[src/rtl/rv32v_fetch2_stage.sv]
// Second fetch stage: in-order slot buffer between imem responses and decode.
// Fetch1 allocates a slot per imem request; responses fill slots in order;
// the head slot is presented to decode. Flush converts every outstanding
// request into a pending drop so its late response is discarded.
module rv32v_fetch2_stage #(
  parameter int          DEPTH     = 2,
  parameter logic [31:0] NOP_INSTR = 32'h00000013
) (
  input  logic        CLK,
  input  logic        RST,
  input  logic        req_valid,
  input  logic [31:0] req_pc,
  output logic        req_ready,
  input  logic        imem_rvalid,
  input  logic [31:0] imem_rdata,
  input  logic        imem_err,
  input  logic        flush,
  input  logic        decode_ready,
  output logic        out_valid,
  output logic [31:0] out_pc,
  output logic [31:0] instr,
  output logic        mal_insn,
  output logic        fault_insn
);

  localparam int PW = (DEPTH > 1) ? $clog2(DEPTH) : 1;
  // used + drop_cnt never exceeds 2*DEPTH, so size both counters for that
  localparam int CW = $clog2(2*DEPTH + 1);

  typedef struct packed {
    logic [31:0] pc;
    logic [31:0] word;
    logic        mal;
    logic        fault;
    logic        filled;
  } slot_t;

  slot_t          slots [DEPTH];
  slot_t          head;
  logic [PW-1:0]  alloc_ptr, fill_ptr, head_ptr;
  logic [CW-1:0]  used;      // allocated, not yet popped
  logic [CW-1:0]  pend;      // allocated, not yet filled
  logic [CW-1:0]  drop_cnt;  // responses still owed to flushed requests
  logic           do_alloc, do_fill, do_drop, do_pop;

  function automatic logic [PW-1:0] inc(input logic [PW-1:0] p);
    return (p == PW'(DEPTH-1)) ? '0 : p + 1'b1;
  endfunction

  // Handshakes and head presentation; the full test uses the pre-pop count
  always_comb begin
    head       = slots[head_ptr];
    req_ready  = (used < CW'(DEPTH)) && !flush;
    out_valid  = head.filled && !flush;
    out_pc     = head.pc;
    mal_insn   = out_valid && head.mal;
    fault_insn = out_valid && head.fault;
    instr      = (out_valid && !head.mal && !head.fault) ? head.word : NOP_INSTR;
    do_alloc   = req_valid && req_ready;
    do_drop    = imem_rvalid && (drop_cnt != '0);
    // a stray response (nothing owed, nothing unfilled) matches neither case
    do_fill    = imem_rvalid && (drop_cnt == '0) && (pend != '0);
    do_pop     = out_valid && decode_ready;
  end

  // Pointers and counters; flush collapses the buffer and owes its unfilled slots as drops
  always_ff @(posedge CLK or posedge RST) begin
    if (RST) begin
      alloc_ptr <= '0;
      fill_ptr  <= '0;
      head_ptr  <= '0;
      used      <= '0;
      pend      <= '0;
      drop_cnt  <= '0;
    end else if (flush) begin
      fill_ptr  <= alloc_ptr;
      head_ptr  <= alloc_ptr;
      used      <= '0;
      pend      <= '0;
      // the arriving response settles against the old drop count first
      drop_cnt  <= drop_cnt - CW'(do_drop) + pend - CW'(do_fill);
    end else begin
      if (do_alloc) alloc_ptr <= inc(alloc_ptr);
      if (do_fill)  fill_ptr  <= inc(fill_ptr);
      if (do_pop)   head_ptr  <= inc(head_ptr);
      used     <= used + CW'(do_alloc) - CW'(do_pop);
      pend     <= pend + CW'(do_alloc) - CW'(do_fill);
      drop_cnt <= drop_cnt - CW'(do_drop);
    end
  end

  // Slot contents; popped slots lose their filled bit so a stale entry never re-presents
  always_ff @(posedge CLK or posedge RST) begin
    if (RST) begin
      for (int i = 0; i < DEPTH; i++) slots[i] <= '0;
    end else if (flush) begin
      for (int i = 0; i < DEPTH; i++) slots[i].filled <= 1'b0;
    end else begin
      if (do_alloc) begin
        slots[alloc_ptr].pc     <= req_pc;
        slots[alloc_ptr].mal    <= (req_pc[1:0] != 2'b00);
        slots[alloc_ptr].filled <= 1'b0;
      end
      if (do_fill) begin
        slots[fill_ptr].word   <= imem_rdata;
        slots[fill_ptr].fault  <= imem_err;
        slots[fill_ptr].filled <= 1'b1;
      end
      if (do_pop) slots[head_ptr].filled <= 1'b0;
    end
  end

endmodule

[config.mk]
export PLATFORM = sky130hd
export DESIGN_NAME = rv32v_fetch2_stage
export DESIGN_NICKNAME = d
export VERILOG_FILES = /design/src/rtl/rv32v_fetch2_stage.sv
export SDC_FILE = /design/constraint.sdc
export NUM_CORES = 1
export LEC_CHECK = 0
export CORE_MARGIN = 10
export CORE_UTILIZATION = 52
export DETAILED_ROUTE_END_ITERATION = 7
export PLACE_DENSITY_LB_ADDON = 0.15
export SYNTH_ARGS = -nofsm -noshare
export SYNTH_HDL_FRONTEND = slang
export SYNTH_SLANG_ARGS = --single-unit
[constraint.sdc]
create_clock -name CLK -period 6.1 [get_ports CLK]
set_input_delay 1.22 -clock CLK [delete_from_list [all_inputs] [get_ports CLK]]
set_output_delay 1.22 -clock CLK [all_outputs]
set_load 0.02 [all_outputs]
==> flow_metrics.py <==
metrics = {
    "synth": {
        "yosysSeqAreaShare_pct": 53.01,
        "synth_warnings": 0,
        "synth-seq-cells": 146,
        "syn_inst": 484,
        "synth_cell_types": 41,
        "syn_area_mm2": 0.006892,
        "syn-mean-instance-area_um2": 14.24,
        "synth_nets": 566,
    },
    "clock_tree": {
        "htree_num_levels": 4,
        "numCtsBuffers": 17,
        "clock-sinks": 146,
        "cts_tree": "built",
        "clk_latency_ns": 0.41,
        "clk_pin_slew_ns": 0.06,
        "cts_root_buf": "clkbuf_16",
        "postCtsHoldBufs": 0,
        "cts_resized": 0,
        "postCtsSetupBuffers": 0,
        "clockBufferDepth": 2,
    },
    "critical_path": {
        "cp.arrival_ns": 3.66,
        "critPathTopFamily": "buffers and inverters",
        "crit_chain": "clkdlybuf4s50_1 -> buf_4 -> a221o_1 -> a211o_1 -> clkdlybuf4s50_1",
        "crit_buf_inv": 3,
        "required_ns": 4.88,
        "cp_common_cell": "clkdlybuf4s50_1",
        "end_kind": "output port",
        "path_class": "input pin to output port",
        "path_max_fanout": 32,
        "max_stage_delay_ns": 0.93,
        "cp-start-kind": "input pin",
        "slowest_stage": "a221o_1",
    },
    "cells_and_area": {
        "finalInstanceArea_mm2": 0.009054,
        "fin_util_pct": 68.91,
        "fin_nets": 700,
        "layout-drive-gt1-share_pct": 32.81,
        "area_growth_syn_to_layout_pct": 31.37,
        "final_cells": 807,
        "antenna_cells": 0,
    },
    "drt": {
        "drtIter0Drc": 127,
        "via_count": 4226,
        "wl_met1_um": 6255,
        "first_pass_iters": 4,
        "wl_met2_um": 7193,
        "vias_per_cell": 5.237,
        "postRouteAntennaNets": 0,
        "drc": 0,
        "drt-wirelength-per-cell_um": 18.40,
        "dr_wl_met3_um": 1219,
        "routed.top_layer": "met5",
        "routed_wl_um": 14850,
    },
    "floorplanning": {
        "dieArea_mm2": 0.01826,
        "initial_core_util_pct": 52.46,
        "die_x_um": 135.1,
        "placeableCoreArea_mm2": 0.01314,
        "fp.dieH_um": 135.1,
        "core.rowCount": 42,
        "io_pins": 139,
    },
    "timing": {
        "rsz0062_at_grt": "false",
        "fin_tns_setup_ns": 0,
        "tightestPinTransition_ns": 1.178,
        "post-route-period-util_pct": 79.93,
        "timing.final.crit_period_ns": 4.876,
        "slew_headroom_pct": 21.42,
        "hold_viol": 0,
        "setup_slack_ns": 1.224,
        "skew_ns": 0.003467,
        "slew_viol_final": 0,
        "setup_violations": 0,
        "max_freq_mhz": 205.1,
        "hold-worst-slack_ns": 0.4972,
    },
    "placed_design": {
        "dp.cells": 775,
        "pre_cts_ws_ns": 1.188,
        "globalplace.congestion": 0.7773,
        "dpl-instance-area_mm2": 0.008388,
        "io_buffers": 138,
        "hpwl_um": 10010,
    },
    "flow_run": {
        "maxCapViolCount": 0,
    },
    "global_route": {
        "antenna_found_initial": 1,
        "grt_use_total_pct": 16.70,
        "grt_pass1_wl_um": 24180,
        "grt-ovfl-total": 0,
        "first_global_vias": 4765,
        "grt_start_max_net_pins": 117,
    },
    "run_status": {
        "status": "finished clean",
    },
    "hold_path": {
        "hold_path_class": "flop to flop",
    },
    "pwr": {
        "power.density_mw_per_mm2": 481.2,
        "leakagePower_nw": 4.093,
        "peakVddDrop_mv": 0.3354,
        "power_mw": 4.357,
    },
}
[worst paths after layout]
| path | cells after the start | slack (ns) | end | start |
|---|---|---|---|---|
| worst min-delay path | 1 | 0.50 | flop | flop |
| max in group asynchronous | 3 | 3.69 | asynchronous set/reset pin | RST |
| worst min register to register | 1 | 0.50 | flop | flop |
| min in group asynchronous | 2 | 1.42 | asynchronous set/reset pin | RST |
| worst max-delay path | 5 | 1.22 | instr[0] | flush |
| worst max register to register | 9 | 3.41 | drop_cnt[2]$_DFF_PP0_ | drop_cnt[0]$_DFF_PP0_ |
[report_power, final]
part / internal (mW) / switching [mW] / total, mW / leakage (nW)
combinational: 0.923 / 0.637 / 1.56 / 1.92
clock: 0.765 / 0.397 / 1.16 / 0.308
sequential: 1.38 / 0.259 / 1.64 / 1.87
[layer usage]
| metal | vias to the layer above | GRT usage [%] |
|---|---|---|
| li1 | 1969 | - |
| met1 | 2127 | 19.89 |
| met2 | 113 | 26.75 |
| met3 | 15 | 6.984 |
| met4 | 2 | 5.622 |
| met5 | - | 0 |
[area by class of cell]
cell class | instances | area, um^2
fillers | 960 | 4084
flip-flops and latches | 146 | 3657
multi-input cells | 298 | 3042
repair buffers | 143 | 1419
clock buffers | 18 | 429.2
clock inverters | 14 | 236.5
well taps | 176 | 220.2
inverters | 12 | 50.05
[cells in the final DEF, fill, tap and decap left out, types with 6 or more instances in the layout]
cell / count
xnor2_1: 7
dfrtp_1: 145
inv_1: 11
clkdlybuf4s50_1: 138
nor2b_1: 7
ha_1: 8
mux2_2: 122
nor2_1: 41
mux2_4: 40
bufinv_16: 6
clkbuf_16: 17
mux2i_1: 31
[Yosys cell counts]
library cell	instances	share of area, %
a32oi_1	1	0.13
a211o_1	3	0.38
buf_2	13	0.94
nand4b_1	1	0.13
nor4b_4	1	0.34
o211ai_1	1	0.11
buf_1	3	0.16
a221oi_1	1	0.13
o21ai_0	2	0.15
and2_1	1	0.091
dfrtp_1	146	53
ha_1	8	1.5
nand3_4	1	0.25
nand3b_1	2	0.22
inv_1	12	0.65
nor4bb_1	1	0.15
a21o_1	1	0.11
xnor2_1	7	0.89
clkbuf_1	6	0.33
fa_1	3	0.87
a221o_1	1	0.15
mux2_2	122	20
nand2_1	5	0.27
and2_2	1	0.11
a21oi_1	4	0.29
nor2b_1	7	0.64
nand4_4	1	0.31
and3_1	1	0.091
nand2b_1	1	0.091
mux2_4	40	8.7
nor2_1	41	2.2
xor2_1	1	0.13
or3b_1	1	0.13
mux2i_1	31	4.5
o31a_2	1	0.15
or3_1	2	0.18
buf_6	6	0.98
nor3_1	1	0.073
o31ai_1	1	0.11
and3_2	1	0.11
xnor3_1	1	0.33
[kinds of logic (layout without fill, tap and decap cells)]
| kind of cell | after synthesis | after routing | share of synthesized area (%) |
|---|---|---|---|
| simple gates | 69 | 69 | 5.410 |
| compound gates | 16 | 16 | 1.689 |
| xor+xnor | 9 | 9 | 1.344 |
| buf+inv | 40 | 187 | 3.068 |
| fa+ha+maj | 11 | 11 | 2.324 |
| flops | 146 | 146 | 53.01 |
| mux | 193 | 193 | 33.15 |
[worst register-to-register path, stage by stage, from the launching register on]
cell	delay, ns
dfrtp_1	0.41
o31a_2	0.35
ha_1	0.18
ha_1	0.29
ha_1	0.28
inv_1	0.05
fa_1	0.44
xnor3_1	0.35
nor2_1	0.13
xnor2_1	0.13
Note: power is estimated with default switching activity, not from simulation.
